--- src/rtl/video_mem_arbiter_if.sv ---
// Signal bundle between the video/CPU requesters, the SRAM pins and video_mem_arbiter.
// The arbiter connects through the slave modport; the surrounding system uses master.
interface video_mem_arbiter_if #(
  parameter int ADDR_W = 17
);
  logic              char_sync;
  logic [11:0]       video_addr;
  logic              video_ram_strobe;
  logic              video_rom_strobe;
  logic [7:0]        video_data;

  logic              cpu_req;
  logic              cpu_we;
  logic [ADDR_W-1:0] cpu_addr;
  logic [7:0]        cpu_wdata;
  logic [7:0]        cpu_rdata;
  logic              cpu_ack;

  logic [ADDR_W-1:0] sram_addr;
  logic [7:0]        sram_dout;
  logic [7:0]        sram_din;
  logic              sram_oe;
  logic              sram_we;

  modport slave (
    input  char_sync, video_addr, cpu_req, cpu_we, cpu_addr, cpu_wdata, sram_din,
    output video_ram_strobe, video_rom_strobe, video_data, cpu_rdata, cpu_ack,
           sram_addr, sram_dout, sram_oe, sram_we
  );

  modport master (
    output char_sync, video_addr, cpu_req, cpu_we, cpu_addr, cpu_wdata, sram_din,
    input  video_ram_strobe, video_rom_strobe, video_data, cpu_rdata, cpu_ack,
           sram_addr, sram_dout, sram_oe, sram_we
  );
endinterface

--- src/rtl/video_mem_arbiter.sv ---
// Time-slot SRAM arbiter: slots 0-3 of each 8-pixel character serve video fetches
// (screen RAM then character ROM), slots 4-7 serve at most one CPU access.
module video_mem_arbiter #(
  parameter int                 ADDR_W    = 17,
  parameter logic [ADDR_W-1:0]  VRAM_BASE = 17'h08000,
  parameter logic [ADDR_W-1:0]  CROM_BASE = 17'h10000
) (
  input  logic                clk,
  input  logic                reset,
  video_mem_arbiter_if.slave  bus
);

  logic [2:0] slot;
  logic [2:0] slot_nxt;
  logic       cpu_active;
  logic       cpu_write;

  // Bases have zero low 11 bits, so OR-ing in the offset is an add.
  function automatic logic [ADDR_W-1:0] video_map(input logic [11:0] a);
    return (a[11] ? CROM_BASE : VRAM_BASE) | ADDR_W'(a[10:0]);
  endfunction

  always_comb begin
    slot_nxt = bus.char_sync ? 3'd0 : slot + 3'd1;
  end

  assign bus.video_data = bus.sram_din;

  // Every output is decoded from the slot being entered, so "in slot n" is registered.
  always_ff @(posedge clk or posedge reset) begin
    if (reset) begin
      slot                 <= 3'd7;
      cpu_active           <= 1'b0;
      cpu_write            <= 1'b0;
      bus.video_ram_strobe <= 1'b0;
      bus.video_rom_strobe <= 1'b0;
      bus.cpu_rdata        <= '0;
      bus.cpu_ack          <= 1'b0;
      bus.sram_addr        <= '0;
      bus.sram_dout        <= '0;
      bus.sram_oe          <= 1'b0;
      bus.sram_we          <= 1'b0;
    end else begin
      slot                 <= slot_nxt;
      bus.video_ram_strobe <= (slot_nxt == 3'd0) || (slot_nxt == 3'd1);
      bus.video_rom_strobe <= (slot_nxt == 3'd2) || (slot_nxt == 3'd3);
      bus.sram_oe          <= 1'b0;
      bus.sram_we          <= 1'b0;
      bus.cpu_ack          <= 1'b0;

      case (slot_nxt)
        3'd1, 3'd3: begin
          bus.sram_addr <= video_map(bus.video_addr);
          bus.sram_oe   <= 1'b1;
          cpu_active    <= 1'b0;
        end
        3'd4: begin
          cpu_active <= bus.cpu_req;
          cpu_write  <= bus.cpu_we;
          if (bus.cpu_req) begin
            bus.sram_addr <= bus.cpu_addr;
            bus.sram_dout <= bus.cpu_wdata;
            bus.sram_oe   <= !bus.cpu_we;
          end
        end
        // Write strobe excludes slot 4 and 7 to give address setup and hold.
        3'd5, 3'd6: begin
          bus.sram_oe <= cpu_active && !cpu_write;
          bus.sram_we <= cpu_active && cpu_write;
        end
        3'd7: begin
          bus.cpu_ack <= cpu_active;
          if (cpu_active && !cpu_write) begin
            bus.cpu_rdata <= bus.sram_din;
          end
          cpu_active <= 1'b0;
        end
        // Entering slot 0 (wrap or char_sync) or slot 2 drops any in-flight access.
        default: begin
          cpu_active <= 1'b0;
        end
      endcase
    end
  end

endmodule
--- src/flat_wrapper.sv ---
// flat-port wrapper written by rule: the top's interface ports become plain ports
module video_mem_arbiter_flat 
#(
  parameter int                 ADDR_W    = 17,
  parameter logic [ADDR_W-1:0]  VRAM_BASE = 17'h08000,
  parameter logic [ADDR_W-1:0]  CROM_BASE = 17'h10000
)
  (clk, reset, bus_char_sync, bus_video_addr, bus_cpu_req, bus_cpu_we, bus_cpu_addr, bus_cpu_wdata, bus_sram_din, bus_video_ram_strobe, bus_video_rom_strobe, bus_video_data, bus_cpu_rdata, bus_cpu_ack, bus_sram_addr, bus_sram_dout, bus_sram_oe, bus_sram_we);
  video_mem_arbiter_if #(.ADDR_W(ADDR_W)) bus_i ();
  input  logic clk;
  input  logic reset;
  input wire logic [$bits(bus_i.char_sync)-1:0] bus_char_sync;
  input wire logic [$bits(bus_i.video_addr)-1:0] bus_video_addr;
  input wire logic [$bits(bus_i.cpu_req)-1:0] bus_cpu_req;
  input wire logic [$bits(bus_i.cpu_we)-1:0] bus_cpu_we;
  input wire logic [$bits(bus_i.cpu_addr)-1:0] bus_cpu_addr;
  input wire logic [$bits(bus_i.cpu_wdata)-1:0] bus_cpu_wdata;
  input wire logic [$bits(bus_i.sram_din)-1:0] bus_sram_din;
  output wire logic [$bits(bus_i.video_ram_strobe)-1:0] bus_video_ram_strobe;
  output wire logic [$bits(bus_i.video_rom_strobe)-1:0] bus_video_rom_strobe;
  output wire logic [$bits(bus_i.video_data)-1:0] bus_video_data;
  output wire logic [$bits(bus_i.cpu_rdata)-1:0] bus_cpu_rdata;
  output wire logic [$bits(bus_i.cpu_ack)-1:0] bus_cpu_ack;
  output wire logic [$bits(bus_i.sram_addr)-1:0] bus_sram_addr;
  output wire logic [$bits(bus_i.sram_dout)-1:0] bus_sram_dout;
  output wire logic [$bits(bus_i.sram_oe)-1:0] bus_sram_oe;
  output wire logic [$bits(bus_i.sram_we)-1:0] bus_sram_we;
  assign bus_i.char_sync = bus_char_sync;
  assign bus_i.video_addr = bus_video_addr;
  assign bus_i.cpu_req = bus_cpu_req;
  assign bus_i.cpu_we = bus_cpu_we;
  assign bus_i.cpu_addr = bus_cpu_addr;
  assign bus_i.cpu_wdata = bus_cpu_wdata;
  assign bus_i.sram_din = bus_sram_din;
  assign bus_video_ram_strobe = bus_i.video_ram_strobe;
  assign bus_video_rom_strobe = bus_i.video_rom_strobe;
  assign bus_video_data = bus_i.video_data;
  assign bus_cpu_rdata = bus_i.cpu_rdata;
  assign bus_cpu_ack = bus_i.cpu_ack;
  assign bus_sram_addr = bus_i.sram_addr;
  assign bus_sram_dout = bus_i.sram_dout;
  assign bus_sram_oe = bus_i.sram_oe;
  assign bus_sram_we = bus_i.sram_we;
  video_mem_arbiter #(.ADDR_W(ADDR_W), .VRAM_BASE(VRAM_BASE), .CROM_BASE(CROM_BASE)) u_core (.clk(clk), .reset(reset), .bus(bus_i));
endmodule
--- config.mk ---
export PLATFORM = sky130hd
export DESIGN_NAME = video_mem_arbiter_flat
export DESIGN_NICKNAME = d
export VERILOG_FILES = /design/src/rtl/video_mem_arbiter_if.sv /design/src/rtl/video_mem_arbiter.sv /design/src/flat_wrapper.sv
export SDC_FILE = /design/constraint.sdc
export NUM_CORES = 1
export LEC_CHECK = 0
export CAP_MARGIN = 5
export CORE_MARGIN = 3
export CORE_UTILIZATION = 37
export DETAILED_ROUTE_END_ITERATION = 7
export PLACE_DENSITY = 0.76
export REMOVE_ABC_BUFFERS = 1
export SYNTH_ARGS = -nofsm -noshare
export SYNTH_HDL_FRONTEND = slang
export SYNTH_SLANG_ARGS = --single-unit
--- constraint.sdc ---
create_clock -name clk -period 2.6 [get_ports clk]
set_clock_uncertainty 0.15 [all_clocks]
set_input_delay 0.65 -clock clk [delete_from_list [all_inputs] [get_ports clk]]
set_output_delay 0.65 -clock clk [all_outputs]
set_load 0.02 [all_outputs]
==> results.md <==
- Maximum buffer depth of the clock tree: 2
- Area occupied by registers: 1080 µm²
- Final hold violations: 0
- Post-Route WL: 4246 µm
- Initial Util: 39.77%
- Number of endpoints failing setup at the final stage: 0
- Cell breakdown of the critical path: clkdlybuf4s50_1 > clkdlybuf4s50_1
- Total setup buffers inserted after CTS: 0
- H-tree level count: 2
- Static leakage power: 0.001380 µW
- Post-Synthesis Mean Instance Area: 14.37 µm²
- Worst-path clk slew: 70 ps
- Run status: finished, final reports clean
- Final #Nets: 284
- Number of global-route vias before repair: 1487
- Worst slew pin tran: around 420 ps
- Data arrival time of the critical path: 1750 ps
- Number of buffers and inverters on the critical path: 2
- DRC violation total after the first TritonRoute iteration: 30
- Cell repeated most along the worst path: sky130_fd_sc_hd__clkdlybuf4s50_1
- Area of the die: 6150 µm²
- Clock network latency to the later pin of the worst-skew pair: 290 ps
- Number of sinks handled by clock tree synthesis: 43
- Cell at the slowest stage of the critical path: sky130_fd_sc_hd__clkdlybuf4s50_1
- Design Power: 1831 µW
- Root buffer cell: sky130_fd_sc_hd__clkbuf_8
- Yosys synthesis warning count: 0
- TritonCTS clock tree: yes
- Pin count of the biggest net entering global routing: 28
- Row cnt: 25
- Maximum fanout encountered on the critical timing path: 2
- Final worst path period share: 97.92%
- Antenna violations before repair: 0
- Number of fill cells in the layout: roughly 420
- Gpl congestion: 0.7362
- CP endpoint kind: primary output
- Clock buffer count from CTS: 5
- Fin worst setup slack: approximately 54 ps
- GRT overflow: 0
- Hold Buf Count CTS: 0
- Sequential-to-total area share from yosys stat: 55.64%
- Input/output buffers: 95
- Area overhead of the layout relative to synthesis: 58.61%
- Via-to-Cell Ratio: ~4.5
- Critical Path Source Type: primary input
- Total number of vias: about 1400
- Diodes inserted: 0
- Count of antenna-violating nets left after detailed routing: 0
- Placeable Area: a little under 5000 µm²
- Max IR drop VDD: 0.0003314 V
- Category of the most critical setup path: primary input to primary output
- DRC errors left: 0
- Largest delay share family, worst path: buffers and inverters
- Fraction of final layout cells with drive strength greater than 1: 29.06%
- Width of the chip: 78.42 µm
- Stage delay of the slowest cell on the critical path: 610 ps
- Die Height: between 70 and 80 µm
- Footprint of the multi-input gates: between 700 and 800 µm²
- Number of instances in the synthesized netlist: between 100 and 150
- Wirelength per Cell: 14.11 µm
- Slew margin rel.: 71.68%
- Highest clock rate: 392.8 MHz
- First-pass iteration count of the detailed router: 4
- Required time of the critical path: 1800 ps
- First-pass GRT wire length: 7058 µm
- Pwr per Cell Area: 594.8 nW/µm²
- Placement-stage cell area: 2972 µm²
- Unrepaired setup endpoints after global routing: no
- Number of distinct library cells after synthesis: 27
- I/O pins: 96
- Post-placement setup slack: 42.82 ps
- Layout Cell Area excl Fill: between 3000 and 4000 µm²
- Post-Syn Area: 1941 µm²
- GR Util All Layers: 14.79%
- Post-synthesis sequential element count: between 40 and 50
- Worst Hold Class: flip-flop to flip-flop
- Detail Placement HPWL: 3288 µm
- Shortest period the worst path allows: 2546 ps
- Max-slew violation total from the final report: 0
- Number of max-cap violations: 0
- Post-cts resize count: 0
==> flip-flops by register name (all words and copies together), names as in the netlist <==
name / flops
u_core.bus.sram_addr: 17
u_core.bus.cpu_rdata: 8
u_core.bus.sram_dout: 8
u_core.slot: 3
u_core.bus.cpu_ack: 1
u_core.bus.sram_oe: 1
u_core.bus.sram_we: 1
u_core.bus.video_ram_strobe: 1
u_core.bus.video_rom_strobe: 1
u_core.cpu_active: 1
u_core.cpu_write: 1
==> synth_stat cells <==
| master | n | area [µm²] |
|---|---|---|
| sky130_fd_sc_hd__mux2i_1 | 2 | 20.02 |
| sky130_fd_sc_hd__nand3b_4 | 1 | 20.02 |
| sky130_fd_sc_hd__and3_1 | 4 | 25.02 |
| sky130_fd_sc_hd__mux2_1 | 1 | 11.26 |
| sky130_fd_sc_hd__or4_1 | 1 | 7.510 |
| sky130_fd_sc_hd__nor3b_2 | 1 | 12.51 |
| sky130_fd_sc_hd__xnor2_1 | 1 | 8.760 |
| sky130_fd_sc_hd__dfrtp_1 | 40 | 1001 |
| sky130_fd_sc_hd__xor2_1 | 1 | 8.760 |
| sky130_fd_sc_hd__nand2b_1 | 2 | 12.51 |
| sky130_fd_sc_hd__inv_1 | 4 | 15.01 |
| sky130_fd_sc_hd__nand3b_1 | 1 | 7.510 |
| sky130_fd_sc_hd__nand2_1 | 3 | 11.26 |
| sky130_fd_sc_hd__buf_6 | 1 | 11.26 |
| sky130_fd_sc_hd__nor4b_4 | 1 | 23.77 |
| sky130_fd_sc_hd__o32a_1 | 1 | 10.01 |
| sky130_fd_sc_hd__buf_4 | 10 | 75.07 |
| sky130_fd_sc_hd__nor3b_1 | 1 | 7.510 |
| sky130_fd_sc_hd__ha_1 | 1 | 12.51 |
| sky130_fd_sc_hd__nor2_2 | 1 | 6.260 |
| sky130_fd_sc_hd__nand4b_1 | 1 | 8.760 |
| sky130_fd_sc_hd__nor2_1 | 3 | 11.26 |
| sky130_fd_sc_hd__o21ai_0 | 1 | 5.000 |
| sky130_fd_sc_hd__dfstp_2 | 3 | 78.83 |
| sky130_fd_sc_hd__mux2_2 | 45 | 506.7 |
| sky130_fd_sc_hd__nor2b_1 | 2 | 12.51 |
| sky130_fd_sc_hd__buf_2 | 2 | 10.01 |
==> cell usage in the layout (no fill, tap or decap), types with 3 or more instances in the layout <==
master,n
sky130_fd_sc_hd__buf_4,7
sky130_fd_sc_hd__nand2_1,3
sky130_fd_sc_hd__dfrtp_1,40
sky130_fd_sc_hd__mux2_2,45
sky130_fd_sc_hd__nor2_1,3
sky130_fd_sc_hd__and3_1,4
sky130_fd_sc_hd__inv_1,3
sky130_fd_sc_hd__clkdlybuf4s50_1,95
sky130_fd_sc_hd__dfstp_2,3
sky130_fd_sc_hd__clkbuf_8,5
==> per-stage QoR <==
step                utilization, %  instances  hold slack, ps  TNS [ps]
finish                       63.08        301           355.1         0
global route                 63.08        301           374.6         0
CTS                          63.08        301           360.1         0
detailed placement           60.90        293           341.9         0
global placement             60.90        293           337.3         0
floorplan                        -        122           373.8    -895.2
==> cells by family after synthesis <==
family                   after synthesis  synth area share, %
multiplexers                          48                27.72
flip-flops                            43                55.64
AND/OR/NAND/NOR                       22                8.575
XOR/XNOR                               2               0.9028
AO/OA/AOI/OAI                          2               0.7735
buffers and inverters                 17                5.738
adder cells (fa/ha/maj)                1               0.6446
==> report_power, final <==
group / internal [µW] / total, µW / switching [µW] / leakage, µW
Sequential: 756 / 799 / 42.7 / 0.000549
Combinational: 304 / 531 / 226 / 0.000778
Clock: 287 / 501 / 214 / 0.0000524
Total: 1350 / 1830 / 483 / 0.00138
==> final cells by class <==
type	count	share of cell area [%]
inverter	4	0.4878
clock inverter	1	0.9756
tap	67	2.724
multi-input combinational	75	24.35
timing repair buffer	104	33.90
sequential	43	35.08
clock buffer	7	2.480
==> final timing paths <==
path / from / to / slack (ps) / cells past startpoint
max in group asynchronous: reset / u_core.slot[0]$_DFF_PP1_ / 1260 / 3
worst max register to register: u_core.slot[0]$_DFF_PP1_ / u_core.bus.cpu_rdata[3]$_DFFE_PP0P_ / 390 / 7
worst min register to register: u_core.bus.sram_addr[3]$_DFFE_PP0P_ / u_core.bus.sram_addr[3]$_DFFE_PP0P_ / 360 / 1
min in group asynchronous: reset / u_core.bus.sram_dout[2]$_DFFE_PP0P_ / 500 / 2
worst max-delay path: bus_sram_din[3] / bus_video_data[3] / 50 / 2
worst min-delay path: u_core.bus.sram_addr[3]$_DFFE_PP0P_ / u_core.bus.sram_addr[3]$_DFFE_PP0P_ / 360 / 1
==> per-layer routing <==
layer	vias up	track usage, %	routed length (µm)
met5	-	0	0
met4	0	4.196	14
met3	2	5.619	362
met2	61	24.57	2101
met1	649	17.95	1767
li1	657	-	-
Note: power is estimated with default switching activity, not from simulation.
